`config.mk`:
```
export PLATFORM = sky130hd
export DESIGN_NAME = fetch_unit
export DESIGN_NICKNAME = d
export VERILOG_FILES = /design/src/rtl/cpu_defs.sv /design/src/rtl/fetch_unit.sv
export SDC_FILE = /design/constraint.sdc
export NUM_CORES = 1
export LEC_CHECK = 0
export BUFFER_PORTS_ARGS = -buffer_cell sky130_fd_sc_hd__buf_4
export CAP_MARGIN = 25
export CORE_MARGIN = 2
export CORE_UTILIZATION = 49
export CTS_CLUSTER_SIZE = 25
export DETAILED_ROUTE_END_ITERATION = 7
export GPL_TIMING_DRIVEN = 0
export PLACE_DENSITY = 0.83
export SYNTH_ARGS = -nofsm -noshare
export SYNTH_HDL_FRONTEND = slang
export SYNTH_SLANG_ARGS = --single-unit
```
`constraint.sdc`:
```
create_clock -name clk -period 2.8 [get_ports clk]
set_input_delay 0.28 -clock clk [delete_from_list [all_inputs] [get_ports clk]]
set_output_delay 0.28 -clock clk [all_outputs]
set_load 0.02 [all_outputs]
```
`src/rtl/cpu_defs.sv`:
```
// Shared CPU definitions: IF/ID pipeline register layout, fetch FSM states,
// and the reset/bubble constants used by the fetch stage.
package cpu_defs;

    localparam logic [31:0] CPU_RESET_PC     = 32'hBFC0_0000;
    localparam logic [31:0] CPU_BUBBLE_INSTR = 32'h0000_0000;

    // Fetch FSM states. S_DROP absorbs the data beat of a flushed request.
    typedef enum logic [1:0] {
        S_REQ  = 2'd0,
        S_WAIT = 2'd1,
        S_HOLD = 2'd2,
        S_DROP = 2'd3
    } fetch_state_e;

    // IF/ID pipeline register.
    typedef struct packed {
        logic [31:0] pc;
        logic [31:0] pcplus4;
        logic [31:0] instr;
        logic        addr_err_if;
        logic        in_delay_slot;
        logic        is_instr;
        logic        tlb_exc_if;
    } dp_ftod;

    // Empty slot: no instruction, no flags, zero pc fields.
    localparam dp_ftod FTOD_BUBBLE = '{
        pc:            32'h0,
        pcplus4:       32'h0,
        instr:         CPU_BUBBLE_INSTR,
        addr_err_if:   1'b0,
        in_delay_slot: 1'b0,
        is_instr:      1'b0,
        tlb_exc_if:    1'b0
    };

endpackage

```
`src/rtl/fetch_unit.sv`:
```
// IF stage: owns the PC, issues single-outstanding requests on the
// SRAM-like instruction bus and fills the ftod register feeding decode.
//
// Handshake: a request is accepted on a cycle with inst_req & inst_addr_ok;
// its word returns on the first later-or-same cycle with inst_data_ok. At
// most one request is outstanding. Handoff to decode happens on a cycle
// where a word is ready, d_stall is low and flush is low.
module fetch_unit
    import cpu_defs::*;
#(
    parameter logic [31:0] RESET_PC     = CPU_RESET_PC,
    parameter logic [31:0] BUBBLE_INSTR = CPU_BUBBLE_INSTR
) (
    input  logic         clk,
    input  logic         resetn,
    input  logic [31:0]  f_nextpc,
    input  logic         f_indelayslot,
    input  logic         d_stall,
    input  logic         flush,
    input  logic [31:0]  flush_pc,
    output logic         inst_req,
    output logic [31:0]  inst_addr,
    input  logic         inst_addr_ok,
    input  logic         inst_data_ok,
    input  logic [31:0]  inst_rdata,
    output logic [31:0]  f_nowpc,
    output logic [31:0]  f_pcplus4,
    output dp_ftod       ftod,
    output fetch_state_e dbg_state
);

    fetch_state_e state_q, state_d;
    logic [31:0]  pc_q, pc_d;
    logic [31:0]  instr_buf_q, instr_buf_d;
    dp_ftod       ftod_q, ftod_d;
    dp_ftod       bubble;

    logic         addr_err;
    logic         ready;
    logic [31:0]  instr_sel;

    assign addr_err  = (pc_q[1:0] != 2'b00);
    // Misaligned pc never goes to the bus; held low while in reset.
    assign inst_req  = resetn && (state_q == S_REQ) && !addr_err;
    assign inst_addr = pc_q;
    assign f_nowpc   = pc_q;
    assign f_pcplus4 = pc_q + 32'd4;
    assign ftod      = ftod_q;
    assign dbg_state = state_q;

    // A word is available this cycle: parked, arriving now, or an address-error slot.
    assign ready = (state_q == S_HOLD)
                 | ((state_q == S_WAIT) & inst_data_ok)
                 | (inst_req & inst_addr_ok & inst_data_ok)
                 | ((state_q == S_REQ) & addr_err);

    // Parked word, else error bubble, else the bus data on its data_ok cycle.
    assign instr_sel = (state_q == S_HOLD) ? instr_buf_q :
                       addr_err            ? BUBBLE_INSTR : inst_rdata;

    // Next-state, pc, parking buffer and ftod; flush has top priority.
    always_comb begin
        state_d      = state_q;
        pc_d         = pc_q;
        instr_buf_d  = instr_buf_q;
        ftod_d       = ftod_q;
        bubble       = FTOD_BUBBLE;
        bubble.instr = BUBBLE_INSTR;

        if (flush) begin
            ftod_d = bubble;
            pc_d   = flush_pc;
            unique case (state_q)
                S_REQ:   state_d = (inst_req & inst_addr_ok & ~inst_data_ok) ? S_DROP : S_REQ;
                S_WAIT:  state_d = inst_data_ok ? S_REQ : S_DROP;
                S_HOLD:  state_d = S_REQ;
                S_DROP:  state_d = inst_data_ok ? S_REQ : S_DROP;
                default: state_d = S_REQ;
            endcase
        end else if (ready) begin
            if (!d_stall) begin
                ftod_d.pc            = pc_q;
                ftod_d.pcplus4       = pc_q + 32'd4;
                ftod_d.instr         = instr_sel;
                ftod_d.addr_err_if   = addr_err;
                ftod_d.in_delay_slot = f_indelayslot;
                ftod_d.is_instr      = 1'b1;
                ftod_d.tlb_exc_if    = 1'b0;
                pc_d                 = f_nextpc;
                state_d              = S_REQ;
            end else begin
                // Decode busy: park the word until it can be handed off.
                instr_buf_d = instr_sel;
                state_d     = S_HOLD;
            end
        end else begin
            if (!d_stall) begin
                ftod_d = bubble;
            end
            unique case (state_q)
                S_REQ:   if (inst_req & inst_addr_ok) state_d = S_WAIT;
                S_DROP:  if (inst_data_ok) state_d = S_REQ;
                default: state_d = state_q;
            endcase
        end
    end

    // State and datapath registers.
    always_ff @(posedge clk or negedge resetn) begin
        if (!resetn) begin
            state_q             <= S_REQ;
            pc_q                <= RESET_PC;
            instr_buf_q         <= BUBBLE_INSTR;
            ftod_q              <= FTOD_BUBBLE;
            ftod_q.instr        <= BUBBLE_INSTR;
        end else begin
            state_q             <= state_d;
            pc_q                <= pc_d;
            instr_buf_q         <= instr_buf_d;
            ftod_q              <= ftod_d;
        end
    end

endmodule
```
* Word level (Yosys, flattened, before mapping)
Index checks and enable logic that the tools add are counted.
Cells by class: add/sub/neg operators 1, reductions and logical operators 11, bitwise logic cells 10, multiplexer cells 18, equal/unequal tests 6
Operators with widths (number):
- 2-to-1 mux 100 bit | 4
- 2-to-1 mux 32 bit | 5
- adder 32 x 3 -> 32 bit (second input constant) | 1
- 2-to-1 mux 2 bit | 7
- inequality test 4 bit (second input constant) | 2
- one-hot mux 2 bit (3 select lines) | 1
- AND reduction 3 bit | 2
- AND 1 bit | 5
- equality test 2 bit (second input constant) | 2
- one-hot mux 2 bit (2 select lines) | 1
- nonzero test 2 bit | 2
- nonzero test 4 bit | 1
- OR 1 bit | 3
- equality test 2 x 1 -> 1 bit (second input constant) | 1
- logical AND 1 bit | 2
- zero test 2 bit | 1
- inequality test 2 x 1 -> 1 bit (second input constant) | 1
- inverter 1 bit | 2
- AND reduction 2 bit | 1
- OR reduction 2 bit | 1
- zero test 1 bit | 1
Storage, ports and cells: bits of input ports 103, output and inout bits 199, register bits after elaboration 166

* Longest topological paths before layout
depth in word-level cells 9, depth in mapped cells 10, mapped depth without buffers 7

* Worst setup path before layout
No wires, ideal clock.
path kind register to register, from register state_q[1] (netlist: dbg_state[1]), to register ftod_q, in the netlist ftod[5], setup time 76 ps, arrival 2470 ps, slack 253 ps, cell stages (with the launch flop) 9, cell sequence dfrtp_1 -> inv_1 -> ha_1 -> nor4bb_2 -> a2111oi_0 -> or3_1 -> buf_2 -> buf_2 -> o21ai_1
On the way: longest elaborated chain between the ends 9
RTL lines:
- from (decl) | line fetch_unit.sv:32 | fetch_state_e state_q, state_d;
- from (signal assigned) | line fetch_unit.sv:117 | state_q <= state_d;
- zero test 2 bit | line fetch_unit.sv:44 | assign inst_req = resetn && (state_q == S_REQ) && !addr_err;
- logical AND 1 bit (2 in series) | line fetch_unit.sv:44
- named net inst_req | line fetch_unit.sv:21 | output logic inst_req,
- AND 1 bit (2 in series) | line fetch_unit.sv:54 | | (inst_req & inst_addr_ok & inst_data_ok)
- OR 1 bit | line fetch_unit.sv:54
- OR 1 bit | line fetch_unit.sv:55 | | ((state_q == S_REQ) & addr_err);
- 2-to-1 mux 100 bit | line fetch_unit.sv:80 | end else if (ready) begin
- 2-to-1 mux 100 bit | line fetch_unit.sv:70 | if (flush) begin
- to (signal assigned) | line fetch_unit.sv:120 | ftod_q <= ftod_d;
- to (decl) | line fetch_unit.sv:35 | dp_ftod ftod_q, ftod_d;
The timed path passes the listed nets, and every way through them passes these cells. The select of a mux whose other input is x is not followed. A chain may end at the register's enable or synchronous reset.

* Worst setup path in the final report
from register pc_q[3] (netlist: f_nowpc[3]), to output f_pcplus4[22]
On the way: longest elaborated chain between the ends 1
RTL lines:
- from (decl) | line fetch_unit.sv:33 | logic [31:0] pc_q, pc_d;
- from (signal assigned) | line fetch_unit.sv:118 | pc_q <= pc_d;
- adder 32 x 3 -> 32 bit | line fetch_unit.sv:47 | assign f_pcplus4 = pc_q + 32'd4;
- to (decl) | line fetch_unit.sv:27 | output logic [31:0] f_pcplus4,
Every way passes these cells.

==> impl_metrics.tcl <==
set metrics [dict create \
    cts_max_level 4 \
    cts_max_path_buffers 2 \
    grt_antenna_before_repair 0 \
    crit_fanout 6 \
    grt_pass1_vias 6953 \
    synthTopCellsByArea "dfrtp_1, a22o_1, nand2_1, a21oi_1, buf_4" \
    internal_power_mw 6.06 \
    gp_congestion 0.881 \
    cts_tree "yes" \
    crit_path_top_delay_cell "or4_4" \
    status "completed" \
    grt_start_max_net_pins 92 \
    ys_warn_count 0 \
    dieArea_mm2 0.0162 \
    powerDensity_mw_per_mm2 922 \
    whs_path_depth 2 \
    io_pins 302 \
    p_total_mw 9.92 \
    core-area_mm2 0.0150 \
    tightest_slew_ns 0.732 \
    nNetsFinal 1180 \
    yosys.area.top_type "dfrtp_1" \
    cp_top_family "simple AND/OR/NAND/NOR gates" \
    p_comb_frac 0.402 \
    path_cells "ha_2, nand4_1, or4_4, nor3_1, xor2_1, buf_4" \
    final_util 0.716 \
    numPortBuffers 299 \
    setup_violations 0 \
    max_freq_mhz 360 \
    power_switching_mw 3.86 \
    maxCapViolCount 0 \
    diodes 0 \
    overflow 0 \
    async_flop_share 1.00 \
    avgSynthCellArea_um2 10.0 \
    fin_cells 1273 \
    start_kind "flop" \
    rows 45 \
    ys.flop_type "dfrtp_1" \
    synth_most_common_cell "dfrtp_1" \
    yosys.cell_types.count 41 \
    drcViolationCount 0 \
    ys_ff_latch 163 \
    fp.dieW_um 127 \
    crit_buf_inv 1 \
    rr_worst_depth 8 \
    hold_end "ftod[2]$_DFFE_PN0P_" \
    synth_nets 848 \
    crit_arrival_ns 2.50 \
    drv_slew 0 \
    drive_above_1_share 0.388 \
    p_sw_frac 0.389 \
    die_y_um 127 \
    cts.sinks 163 \
    place_area_mm2 0.00995 \
    r2r_slack_ns 0.18 \
    yosysTopAreaCellShare 0.518 \
    synth_cells 740 \
    syn_area_mm2 0.00744 \
    root_buffer "clkbuf_16" \
    cts_made_buffers 17 \
    clockPowerShare 0.244 \
    clk_pin_slew_worst_paths_ns 0.06 \
    fin_skew_ns 0.00788 \
    wire_per_inst_um 19.7 \
    p_leak_nw 5.31 \
    drt_iter0_markers 589 \
    holdWs_ns 0.0887 \
    num_vias 7152 \
    area_delta_synth_final_pct 44.7 \
    start_util 0.495 \
    dpl.hpwl_um 18000 \
    fillerInstances 1143 \
    cp-end-kind "primary output" \
    postLayoutCellArea_mm2 0.0108 \
    fin_crit_ns 2.78 \
    dp.cells 1228 \
    r2r-start "dbg_state[0]$_DFFE_PN0P_" \
    period_share 0.992 \
    wl_um 25100 \
    worstPathRequired_ns 2.52 \
    hold_path.class "input pin to flop" \
    ir_worst_vdd_mv 0.488 \
    ant_nets 0 \
    seq_area_frac_synth 0.550 \
    sequentialPowerShare 0.355 \
    rsz0062_at_grt "yes" \
    clk_latency_ns 0.42 \
    critical_path_class "flop to primary output" \
    grt.total_usage 0.307 \
    worstReg2RegEnd "f_nowpc[2]$_DFFE_PN0P_" \
    drt_pass1_iterations 5 \
    grt_first_pass_wirelength_um 38300 \
    timing.slew.headroom 0.512 \
    critPathMaxStageDelay_ns 0.53 \
    via_per_inst 5.62 \
    synth_common_cells "dfrtp_1, nand2_1, a21oi_1, a22o_1, buf_4" \
    synth_edf_count 0 \
    hold_viol 0 \
    min_from "f_indelayslot" \
]
-- worst max-delay path by stage --
stage               slack, ns                      to  cells after the start                startpoint
floorplan                0.25     ftod[5]$_DFFE_PN0P_                      8  dbg_state[1]$_DFFE_PN0P_
global placement        -1.31  f_nowpc[2]$_DFFE_PN0P_                      7                    resetn
detailed placement      -0.04  f_nowpc[8]$_DFFE_PN0P_                      7                    resetn
CTS                     0.009           f_pcplus4[25]                      7    f_nowpc[4]$_DFFE_PN0P_
global route            -0.08           f_pcplus4[22]                      6    f_nowpc[3]$_DFFE_PN0P_
finish                   0.02           f_pcplus4[22]                      6    f_nowpc[3]$_DFFE_PN0P_
-- routing by layer --
layer | track usage | share of wire
met5 | 0 | 0
met4 | 0.127 | 0.033
met3 | 0.0553 | 0.063
met2 | 0.509 | 0.49
met1 | 0.403 | 0.41
-- cells by family (layout without fill, tap and decap cells) --
| family | count (synthesis) | count (layout) | synth area share |
|---|---|---|---|
| AOI/OAI and AO/OA | 237 | 237 | 0.204 |
| and+or+nand+nor | 210 | 210 | 0.135 |
| xor gates and xnor gates | 27 | 27 | 0.0318 |
| adders and majority gates | 5 | 5 | 0.00841 |
| buffers and inverters | 97 | 442 | 0.0705 |
| DFF | 163 | 163 | 0.550 |
| other | 1 | 1 | 0.000504 |
-- registers in the layout, indices dropped and copies added (netlist names) --
register     count
ftod            97
f_nowpc         32
instr_buf_q     32
dbg_state        2
-- metrics by stage --
step	TNS [ns]	worst slack [ns]
after floorplan	0	0.253
after global placement	-150.32	-1.31
after detailed placement	-0.0987	-0.0434
after CTS	0	0.00942
after global routing	-0.239	-0.0803
final	0	0.0217
-- repair_timing --
item / CTS / global route
setup buffers: 1 / 11
setup endpoints to repair: 34 / 110
hold buffers: 2 / 0
pin swaps: 1 / 8
hold endpoints to repair: 63 / 0
gates resized for setup: 7 / 14
-- power by group through the flow --
stage | combinational [mW] | sequential (mW) | clock, mW
final | 3.99 | 3.52 | 2.42
after global routing | 4.25 | 3.58 | 2.55
after CTS | 3.90 | 3.50 | 2.43
after detailed placement | 3.87 | 3.52 | 0
after global placement | 3.78 | 3.49 | 0
after floorplan | 1.81 | 3.81 | 0
-- layout by cell type, fill, tap and decap left out, types with 8 or more instances in the layout --
master,count
buf_4,351
dfrtp_1,149
nand2_1,119
a21oi_1,66
a22o_1,58
o21ai_0,39
o21ai_1,33
nor2b_1,33
a22oi_1,32
clkbuf_1,31
xor2_1,17
clkbuf_16,17
nor2_1,12
xnor2_1,10
inv_1,9
buf_1,9
dfstp_2,9
nor3_1,8
-- final cells by class --
| type | count | area [um2] | share of cell area |
|---|---|---|---|
| Clock inverter | 11 | 151 | 0.0141 |
| Buffer | 87 | 493 | 0.0458 |
| Inverter | 9 | 33.8 | 0.00314 |
| Sequential cell | 163 | 4100 | 0.381 |
| Tap cell | 188 | 235 | 0.0219 |
| Multi-Input combinational cell | 480 | 2880 | 0.268 |
| Timing Repair Buffer | 314 | 2410 | 0.224 |
| Clock buffer | 21 | 460 | 0.0428 |
Note: power is estimated with default switching activity, not from simulation.
